File: config.mk
export PLATFORM = sky130hd
export DESIGN_NAME = hash_sequencer
export DESIGN_NICKNAME = d
export VERILOG_FILES = /design/src/rtl/hash_sequencer.sv
export SDC_FILE = /design/constraint.sdc
export NUM_CORES = 1
export LEC_CHECK = 0
export CORE_MARGIN = 2
export CORE_UTILIZATION = 50
export CTS_CLUSTER_DIAMETER = 50
export CTS_CLUSTER_SIZE = 8
export DETAILED_ROUTE_END_ITERATION = 8
export DONT_BUFFER_PORTS = 1
export PLACE_DENSITY_LB_ADDON = 0.3
export RECOVER_POWER = 50
export SLEW_MARGIN = 0
export SYNTH_ARGS = -nofsm -noshare
export SYNTH_HDL_FRONTEND = slang
export SYNTH_SLANG_ARGS = --single-unit
File: constraint.sdc
create_clock -name clk -period 1.9 [get_ports clk]
set_input_delay 0.38 -clock clk [delete_from_list [all_inputs] [get_ports clk]]
set_output_delay 0.38 -clock clk [all_outputs]
set_load 0.1 [all_outputs]
File: src/rtl/hash_sequencer.sv
// ============================================================================
// Module   : hash_sequencer
// Brief    : Runs one message through loader, pad and hash sub-blocks in turn
//            and arbitrates the shared memory bus. Define HASH_SEQ_TIMEOUT_EN
//            to add a per-phase watchdog of TIMEOUT_CYCLES.
// Revision : 1.0 - initial release
// ============================================================================
`default_nettype none

module hash_sequencer #(
    parameter int DATA_WIDTH     = 16,
    parameter int BLOCK_SIZE     = 64,
    parameter int TIMEOUT_CYCLES = 255
) (
    input  logic                  clk,
    input  logic                  rst,
    input  logic                  go,
    input  logic [DATA_WIDTH-1:0] msgLen,
    output logic                  subRst,
    output logic                  loadStart,
    output logic                  padStart,
    output logic                  hashStart,
    input  logic                  loadFinish,
    input  logic                  padFinish,
    input  logic                  hashFinish,
    output logic [DATA_WIDTH-1:0] padLen,
    output logic [1:0]            busOwner,
    output logic                  done,
    output logic                  error
);

    // Eight bytes of length field plus the 0x80 marker must fit in one block.
    localparam logic [DATA_WIDTH-1:0] c_MAX_LEN = DATA_WIDTH'(BLOCK_SIZE - 9);

    if (BLOCK_SIZE < 9 || TIMEOUT_CYCLES < 1) begin : g_param_check
        $error("hash_sequencer: BLOCK_SIZE must be >= 9 and TIMEOUT_CYCLES >= 1");
    end

    typedef enum logic [2:0] {
        S_IDLE  = 3'd0,
        S_CLEAR = 3'd1,
        S_LOAD  = 3'd2,
        S_PAD   = 3'd3,
        S_HASH  = 3'd4,
        S_DONE  = 3'd5,
        S_ERROR = 3'd6
    } state_t;

    state_t                r_state;
    state_t                w_state_next;
    logic                  w_len_latch;
    logic                  w_timeout;
    logic                  r_sub_rst;
    logic                  r_load_start;
    logic                  r_pad_start;
    logic                  r_hash_start;
    logic [1:0]            r_bus_owner;
    logic                  r_done;
    logic                  r_error;
    logic [DATA_WIDTH-1:0] r_pad_len;

`ifdef HASH_SEQ_TIMEOUT_EN
    localparam int                c_CNT_W   = $clog2(TIMEOUT_CYCLES + 1);
    localparam logic [c_CNT_W-1:0] c_TIMEOUT = c_CNT_W'(TIMEOUT_CYCLES);
    localparam logic [c_CNT_W-1:0] c_ONE     = c_CNT_W'(1);

    // Holds the 1-based index of the current cycle within the phase.
    logic [c_CNT_W-1:0] r_phase_cnt;

    always_ff @(posedge clk) begin
        if (rst) begin
            r_phase_cnt <= '0;
        end else if (w_state_next != r_state) begin
            r_phase_cnt <= c_ONE;
        end else if (r_state == S_LOAD || r_state == S_PAD || r_state == S_HASH) begin
            r_phase_cnt <= r_phase_cnt + c_ONE;
        end
    end

    assign w_timeout = (r_phase_cnt == c_TIMEOUT);
`else
    assign w_timeout = 1'b0;
`endif

    // Finish is tested before the watchdog so a finish on the limit cycle wins.
    always_comb begin
        w_state_next = r_state;
        w_len_latch  = 1'b0;
        case (r_state)
            S_IDLE: begin
                if (go) begin
                    if (msgLen <= c_MAX_LEN) begin
                        w_state_next = S_CLEAR;
                        w_len_latch  = 1'b1;
                    end else begin
                        w_state_next = S_ERROR;
                    end
                end
            end
            S_CLEAR: w_state_next = S_LOAD;
            S_LOAD: begin
                if (loadFinish)     w_state_next = S_PAD;
                else if (w_timeout) w_state_next = S_ERROR;
            end
            S_PAD: begin
                if (padFinish)      w_state_next = S_HASH;
                else if (w_timeout) w_state_next = S_ERROR;
            end
            S_HASH: begin
                if (hashFinish)     w_state_next = S_DONE;
                else if (w_timeout) w_state_next = S_ERROR;
            end
            S_DONE, S_ERROR: begin
                if (!go) w_state_next = S_IDLE;
            end
            default: w_state_next = S_IDLE;
        endcase
    end

    // Outputs are registered from the next state so they align with the state.
    always_ff @(posedge clk) begin
        if (rst) begin
            r_state      <= S_IDLE;
            r_sub_rst    <= 1'b0;
            r_load_start <= 1'b0;
            r_pad_start  <= 1'b0;
            r_hash_start <= 1'b0;
            r_bus_owner  <= 2'd0;
            r_done       <= 1'b0;
            r_error      <= 1'b0;
            r_pad_len    <= '0;
        end else begin
            r_state      <= w_state_next;
            r_sub_rst    <= (w_state_next == S_CLEAR);
            r_load_start <= (w_state_next == S_LOAD);
            r_pad_start  <= (w_state_next == S_PAD);
            r_hash_start <= (w_state_next == S_HASH);
            r_done       <= (w_state_next == S_DONE);
            r_error      <= (w_state_next == S_ERROR);
            case (w_state_next)
                S_LOAD:  r_bus_owner <= 2'd1;
                S_PAD:   r_bus_owner <= 2'd2;
                S_HASH:  r_bus_owner <= 2'd3;
                default: r_bus_owner <= 2'd0;
            endcase
            if (w_len_latch) begin
                r_pad_len <= msgLen;
            end
        end
    end

    assign subRst    = r_sub_rst;
    assign loadStart = r_load_start;
    assign padStart  = r_pad_start;
    assign hashStart = r_hash_start;
    assign busOwner  = r_bus_owner;
    assign done      = r_done;
    assign error     = r_error;
    assign padLen    = r_pad_len;

endmodule

`default_nettype wire
==> results of run 1 <==
==> metal layers <==
metal,vias up,GRT usage [%],part of all wire [%]
met5,-,0,0
met4,0,8.571,0.52
met3,2,2.778,6.7
met2,35,30.32,51
met1,324,18.07,41
li1,371,-,-
==> cell usage after synthesis, drive strengths merged <==
cell,count
a31oi,1
and2,11
a21oi,1
a311oi,1
nor4,3
nand3,3
nor3,3
xnor2,1
o211ai,1
nand4,1
or3,1
mux2i,6
a22oi,2
dfxtp,27
o21ai,1
nor2,15
nand2b,3
nor2b,3
nand2,1
and3b,2
o21a,1
buf,2
o2bb2ai,1
clkbuf,1
inv,2
==> registers in the layout, summed over array words and instances, names as in the netlist <==
signal     cells
r_state        3
busOwner       2
padLen        16
error          1
hashStart      1
padStart       1
subRst         1
done           1
loadStart      1
==> power by group <==
part           internal (W)  switching, W
Sequential         0.000608     0.0000289
Clock             0.0000820      0.000153
Combinational     0.0000944      0.000326
Total              0.000785      0.000508
==> cells in the final DEF, fill, tap and decap left out, types with 2 or more instances in the layout <==
cell       n
a22oi_1    2
and2_1    11
and3b_1    2
buf_4      3
clkbuf_2  23
clkbuf_4   3
dfxtp_1   27
inv_1      2
mux2i_1    6
nand2b_1   3
nand3_1    3
nor2_1    13
nor2_2     2
nor2b_1    3
nor3_1     3
nor4_1     2
==> worst max-delay path, delay by kind of cell, from the launching register on <==
kind | cells | cell delay (ns)
AOI/OAI and AO/OA | 2 | 0.39
DFF | 1 | 0.50
and+or+nand+nor | 3 | 0.78
==> layout make-up <==
cell class | instances | area [sq um]
Clock buffer | 4 | 26.28
Tap cell | 27 | 33.78
Sequential cell | 27 | 540.5
Inverter | 2 | 7.507
Multi-Input combinational cell | 62 | 401.6
Timing Repair Buffer | 26 | 137.6
Fill cell | 174 | 754.5
==> through the flow <==
step	instances	instance area (sq um)	util (%)	setup slack [ns]
2_1_floorplan	94	987.2	-	0.3526
3_3_place_gp	144	1197	62.96	0.2748
3_5_place_dp	144	1197	62.96	0.2034
4_1_cts	148	1224	64.34	0.1799
5_1_grt	148	1147	60.33	0.05937
6_report	148	1147	60.33	0.1736
==> worst max-delay path by stage <==
stage / endpoint / slack (ns) / depth (start not counted) / startpoint
2_1_floorplan: padLen[0] / 0.35 / 6 / msgLen[10]
3_3_place_gp: padLen[11] / 0.27 / 6 / msgLen[10]
3_5_place_dp: error / 0.20 / 5 / r_state[2]
4_1_cts: error / 0.18 / 5 / r_state[2]
5_1_grt: hashStart / 0.06 / 5 / r_state[2]
6_report: error / 0.17 / 5 / r_state[2]
==> cells by family (layout without fill, tap and decap cells) <==
logic type | count (synthesis) | in the layout | synth area share [%]
mux | 6 | 6 | 6.084
buf+inv | 5 | 32 | 2.661
compound gates | 9 | 9 | 9.631
flops | 27 | 27 | 54.75
xor+xnor | 1 | 1 | 0.8874
simple gates | 46 | 46 | 25.98
==> impl_metrics.tcl, run 1 <==
set metrics [dict create \
    status "complete, no violations" \
    ant_nets 0 \
    cts_hold_buf 0 \
    worstHoldPathCells 1 \
    syn_area_sq_um 987.2 \
    drive_gt1_share_pct 28.10 \
    skew_ns 0.0009507 \
    place_congestion 0.8244 \
    syn_to_final_growth_pct 16.22 \
    antenna_found_initial 0 \
    worstSkewPairLatency_ns 0.31 \
    grt_usage_pct 16.47 \
    vias_per_cell 4.946 \
    period_minus_slack_ns 1.726 \
    nets 144 \
    tns_ns 0 \
    drc 0 \
    die_h_um 48.44 \
    cellLeakagePower_nw 0.4925 \
    avgSynthCellArea_sq_um 10.50 \
    initial_utilization_pct 51.91 \
    finalSetupViolations 0 \
    first_pass_iters 4 \
    crit_required_ns 2.16 \
    critPathSlowestCell "dfxtp_1" \
    cts_max_level 1 \
    diodes 0 \
    relSlewSlack_pct 61.08 \
    r2r_end "error" \
    cts_resized 0 \
    routed_wl_mm 1.929 \
    yosys.area.top_type "dfxtp_1" \
    worstRegToRegCells 5 \
    drtIter0Drc 13 \
    synth_cell_type_count 28 \
    clockBufferDepth 2 \
    grt_max_degree 15 \
    die-area_sq_mm 0.002346 \
    critical_path_class "reg2reg" \
    port_buffers 0 \
    seq_area_frac_synth_pct 54.75 \
    num_io_pins 46 \
    finalHoldViolCount 0 \
    wl_per_cell_um 13.03 \
    clock-sinks 27 \
    synth-seq-cells 27 \
    path_cells "and3b_1 > a311oi_2 > a31oi_2 > nor4_2 > nor2b_1" \
    syn-num-nets 116 \
    r2r-start "r_state[2]" \
    vias 732 \
    min_path_type "in2reg" \
    holdPathEnd "padLen[4]" \
    core_area_sq_mm 0.001902 \
    dpl.hpwl_mm 1.487 \
    synth_top_cell_area_share_pct 54.75 \
    netlist_instances 94 \
    grt_first_pass_wirelength_mm 3.029 \
    hold_ws_ns 0.1174 \
    maxSlewViolCount 0 \
    first_global_vias 749 \
    clk_pin_slew_ns 0.13 \
    rows 16 \
    cts_buffers 3 \
    post_cts_buffers 0 \
    regToRegSetupSlack_ns 0.17 \
    die_w_um 48.44 \
    crit_arrival_ns 1.98 \
    slowest_delay_ns 0.50 \
    cts_tree "yes" \
    fmax_mhz 579.2 \
    grt.overflow.total 0 \
    power_density_mw_per_mm2 1127 \
    start_kind "flip-flop" \
    irDropWorstVdd_mv 0.5323 \
    hold_path.startpoint "rst" \
    worstSetupEndpointType "flip-flop" \
    maxCapViolCount 0 \
    cts-root-buf "clkbuf_4" \
    rsz0062_at_grt "false" \
    synth_area_leaders "dfxtp_1 (55%), and2_1 (7.0%), mux2i_1 (6.1%), nor2_1 (4.9%), a22oi_4 (2.2%)" \
    period_share_pct 90.86 \
    total_power_w 0.001293 \
    worst_slew_pin_slew_ns 0.5838 \
    yosysWarnings 0 \
    path_max_fanout 9 \
]
No activity file was read; power rests on OpenSTA's default activity.
==> run 2, diff against run 1 <==
Settings changed: CORE_MARGIN 2 to 3.
==> run 2 against run 1 <==
Against the previous run: design area increased by 1.1%; hold slack worse by 0.0068 ns; clock-buffer cell count is 1 lower; critical endpoint unchanged; combinational power increased by 3%; non-clock buffer count unchanged; largest cell class unchanged; die area is 8.4% higher.
==> impl_metrics.tcl, run 2 (synthesized netlist as in run 1, its figures left out) <==
set metrics [dict create \
    cts_max_level 1 \
    power_switching_w 0.0005139 \
    die-area_sq_mm 0.002544 \
    start_kind "flip-flop" \
    grt_first_pass_wirelength_mm 3.118 \
    wl_per_cell_um 12.88 \
    timing.critical_path.max_delay_family "simple AND/OR/NAND/NOR gates" \
    layout_commonest_cell "dfxtp_1" \
    cts_resized 0 \
    period_share_pct 88.28 \
    min_path_type "in2reg" \
    clk_pin_slew_ns 0.13 \
    grt.overflow.total 0 \
    dpl.hpwl_mm 1.450 \
    path_cells "and3b_1 > a311oi_2 > a31oi_2 > nor4_2 > nor2b_1" \
    maxSlewViolCount 0 \
    core_area_sq_mm 0.001802 \
    fillers 172 \
    fmax_mhz 596.2 \
    hold_path.startpoint "rst" \
    comb_power_share_pct 33.2 \
    grt_max_degree 16 \
    antenna_found_initial 0 \
    worst_slew_pin_slew_ns 0.5672 \
    critPathBufInv 0 \
    drc 0 \
    r2r_end "error" \
    p_int_w 0.0007903 \
    first_global_vias 724 \
    crit_end "error" \
    nets 144 \
    critical_path_class "reg2reg" \
    vias 762 \
    first_pass_iters 4 \
    swShare_pct 39.40 \
    r2r-start "r_state[2]" \
    finalHoldViolCount 0 \
    diodes 0 \
    cellLeakagePower_nw 0.4960 \
    status "complete, no violations" \
    worstRegToRegCells 5 \
    crit_arrival_ns 1.95 \
    vias_per_cell 5.219 \
    cts_buffers 3 \
    crit_required_ns 2.17 \
    clockBufferDepth 2 \
    rows 15 \
    clock-sinks 27 \
    final_cell_mix "dfxtp_1 (27), clkbuf_2 (23), nor2_1 (13), and2_1 (11), mux2i_1 (6)" \
    cts_tree "yes" \
    crit_start "r_state[2]" \
    maxCapViolCount 0 \
    die_h_um 50.44 \
    place_congestion 0.7670 \
    num_io_pins 46 \
    ant_nets 0 \
    relSlewSlack_pct 62.18 \
    clkPwrFrac_pct 17.9 \
    post_cts_buffers 0 \
    drtIter0Drc 12 \
    period_minus_slack_ns 1.677 \
    largest_reg_flops 16 \
    worstSkewPairLatency_ns 0.32 \
    slowest_delay_ns 0.49 \
    regToRegSetupSlack_ns 0.22 \
    total_power_w 0.001304 \
    drive_gt1_share_pct 29.75 \
    tns_ns 0 \
    rsz0062_at_grt "false" \
    grt_usage_pct 16.13 \
    initial_utilization_pct 54.79 \
    port_buffers 0 \
    skew_ns 0.002357 \
    die_w_um 50.44 \
    path_max_fanout 9 \
    worstSetupEndpointType "flip-flop" \
    seqPwrFrac_pct 48.9 \
    syn_to_final_growth_pct 17.49 \
    cts-root-buf "clkbuf_4" \
    cts_hold_buf 0 \
    power_density_mw_per_mm2 1124 \
    irDropWorstVdd_mv 0.5583 \
    routed_wl_mm 1.880 \
    crit_cells 5 \
    finalSetupViolations 0 \
    critPathSlowestCell "dfxtp_1" \
]
-- run 2: per-stage QoR --
step | instances | hold slack, ns | instance area (sq um) | worst slack, ns | util, %
2_1_floorplan | 94 | 0.5272 | 987.2 | 0.3526 | -
3_3_place_gp | 142 | 0.4470 | 1195 | 0.2784 | 66.32
3_5_place_dp | 142 | 0.4568 | 1195 | 0.2386 | 66.32
4_1_cts | 146 | 0.09655 | 1222 | 0.2359 | 67.85
5_1_grt | 146 | 0.07856 | 1160 | 0.1226 | 64.38
6_report | 146 | 0.1106 | 1160 | 0.2226 | 64.38
-- run 2: worst min-delay path by stage --
stage	endpoint	slack, ns	depth (start not counted)
floorplan	padLen[0]	0.53	2
global placement	padLen[10]	0.45	1
detailed placement	padLen[0]	0.46	1
CTS	padLen[0]	0.1	1
global route	r_state[0]	0.08	1
finish	padLen[0]	0.11	1
-- run 2: area by class of cell --
| class | instances | area [sq um] | share of cell area (%) |
|---|---|---|---|
| multi-input combinational | 62 | 415.4 | 35.81 |
| clock inverter | 1 | 5.005 | 0.4315 |
| clock buffer | 3 | 22.52 | 1.942 |
| sequential | 27 | 540.5 | 46.60 |
| inverter | 2 | 7.507 | 0.6473 |
| tap | 25 | 31.28 | 2.697 |
| timing repair buffer | 26 | 137.6 | 11.87 |
-- run 2: power groups by stage --
stage / clock [W] / sequential [W] / combinational, W
6_report: 0.000234 / 0.000638 / 0.000432
5_1_grt: 0.000266 / 0.000644 / 0.000456
4_1_cts: 0.000245 / 0.000638 / 0.000457
3_5_place_dp: 0 / 0.000651 / 0.000456
3_3_place_gp: 0 / 0.000649 / 0.000451
2_1_floorplan: 0 / 0.000861 / 0.000168
-- run 2: layer usage --
metal / track usage (%) / routed length, um / share of wire, % / vias to the layer above
met5: 0 / 0 / 0 / -
met4: 5.381 / 23 / 1.2 / 0
met3: 6.825 / 149 / 7.9 / 4
met2: 26.74 / 940 / 50 / 27
met1: 18.64 / 767 / 41 / 355
li1: - / - / - / 376
==> run 3, diff against run 2 <==
Settings changed: CTS_CLUSTER_SIZE 8 to unset, TNS_END_PERCENT set to 1.
==> results of run 3 <==
Same layout as run 2: the final DEF is identical, and so are final timing and power.
==> variant (flow settings as in run 3) <==
`DATA_WIDTH`: 16 -> 20.
--- a/src/rtl/hash_sequencer.sv
+++ b/src/rtl/hash_sequencer.sv
@@ -8,7 +8,7 @@
 `default_nettype none
 
 module hash_sequencer #(
-    parameter int DATA_WIDTH     = 16,
+    parameter int DATA_WIDTH     = 20,
     parameter int BLOCK_SIZE     = 64,
     parameter int TIMEOUT_CYCLES = 255
 ) (
Interface: changed (resized msgLen and padLen); port bits go from 46 to 54. No check against the original RTL was run, so the function may have changed too.
==> variant against run 3 <==
  * Count of clock-buffer cells in the layout grew 3
  * Wire length grew 32%
  * Final cell count grew 18%
  * Total power grew 16%
  * Design area grew 27%
  * First-iteration DRC count grew 75%
  * Non-clock buffer count grew 6
  * Sequential cell count grew 4
  * Synthesized area grew 25%
  * Setup slack lost 0.093 ns
==> variant: results (changes against run 3) <==
outcome = finished clean
asr flop ratio synth = 0% (unchanged)
hold slack = 0.111 ns (+0.0000460 ns)
met2 Usage GRT = 28.5% (+1.8 points)
Distinct cells, synth = 38 (+36%)
pin count of the biggest net entering global routing = 15 (-1)
Num CTS Buffers = 5 (+2)
max incr delay on CP = 0.53 ns (+0.04 ns)
drt pass-1 iters = 4 (unchanged)
Worst setup endpoint = padLen[8]
CTS resizes = 0 (unchanged)
global-route wire length before repair = 4.13 mm (+32%)
Final GP Congestion = 0.845 (+10%)
HPWL Detailed = 1.93 mm (+33%)
H-Tree Level Count = 2 (+1)
Cell Count, Final, Fillers Out = 173 (+18%)
Hold Crit Endpoint = padLen[3]
setup repair bufs after CTS = 0 (unchanged)
Synth Area in XOR/XNOR = 0% (-0.89 points)
area grow syn2layout = 19.0%
IO Port Bufs = 0 (unchanged)
maximum vdd drop = 0.658 mV (+18%)
DR vias = 926 (+22%)
Fill cells = 193 (+12%)
Cells on Worst Hold Path = 1 (unchanged)
most frequent cells after synthesis = 31 x dfxtp_1, 15 x nor2_1, 10 x and2_4
WL met3 = 259 um (+74%)
First DRT Iteration DRCs = 21 (+9)
DP Area = 0.00149 mm^2 (+25%)
reg2reg setup slack = 0.13 ns (-0.09 ns)
vias in the first global route = 887 (+23%)
RR Startpoint = r_state[0]
Clock transition at path regs = 0.10 ns (-0.03 ns)
Synth area leaders = dfxtp_1 50%, and2_4 7.1%, mux2i_1 4.9%, nor2_1 4.6%, nor4_4 3.4%
post-place setup slack = 0.145 ns (-0.0931 ns)
setup ws final = 0.129 ns (-0.0934 ns)
syn nets = 135 (+16%)
Synth Area in Adders = 0.809% (+0.81 points)
post-route met1 wirelength = 966 um (+26%)
CTS Buffer Depth = 2 (unchanged)
CP Max Fanout = 14 (+5)
synthesized area per cell = 11.4 um^2 (+8.1%)
met3 usage = 8.12% (+1.3 points)
drt total wl = 2.48 mm (+32%)
flip-flop count of the largest register after layout = 20 (+4)
CP Data Arrival Time = 1.99 ns (+0.04 ns)
fraction of layout instances using a drive strength above 1 = 42.8% (+13 points)
Max-Slew Margin vs Limit = 61.6% (-0.59 points)
sequential element share of the synthesized area = 50.2% (-4.6 points)
Compound-Gate Fraction of Synth Area = 9.61% (-0.027 points)
met1 usage = 18.2% (-0.44 points)
worst r2r dst = padLen[8]
Post-Route Skew = 0.00975 ns (+0.00740 ns)
mux cell area share after synthesis = 4.85% (-1.2 points)
CTS Hold Buffers Added = 0 (unchanged)
met2 routed WL = 1.22 mm (+29%)
leakage = 0.661 nW (+33%)
Slowest-stage cell, CP = or4b_4
GR Util All Layers = 17.2% (+1.1 points)
-- variant: cell count changes after synthesis, sizes merged, moves of 2 or more --
| cell | run 3 | this run |
|---|---|---|
| inv | 2 | 5 |
| o21bai | 0 | 2 |
| and2 | 11 | 14 |
| a22oi | 2 | 0 |
| and3 | 0 | 2 |
| nor2 | 15 | 17 |
| nand3 | 3 | 1 |
| nor2b | 3 | 1 |
| nand3b | 0 | 2 |
| dfxtp | 27 | 31 |
| nor3 | 3 | 0 |
| a211oi | 0 | 4 |
-- variant: area by class of cell --
| cell class | instances | share of cell area, % |
|---|---|---|
| clock buffer | 6 | 3.48 |
| clock inverter | 1 | 0.340 |
| tap | 28 | 2.38 |
| multi-input combinational | 70 | 38.8 |
| inverter | 5 | 1.27 |
| timing repair buffer | 32 | 11.6 |
| sequential | 31 | 42.1 |
-- variant: where the power goes --
part	switching, mW	internal (mW)	leakage [nW]
logic	0.310	0.108	0.376
clock network	0.210	0.171	0.0341
registers	0.0214	0.687	0.251
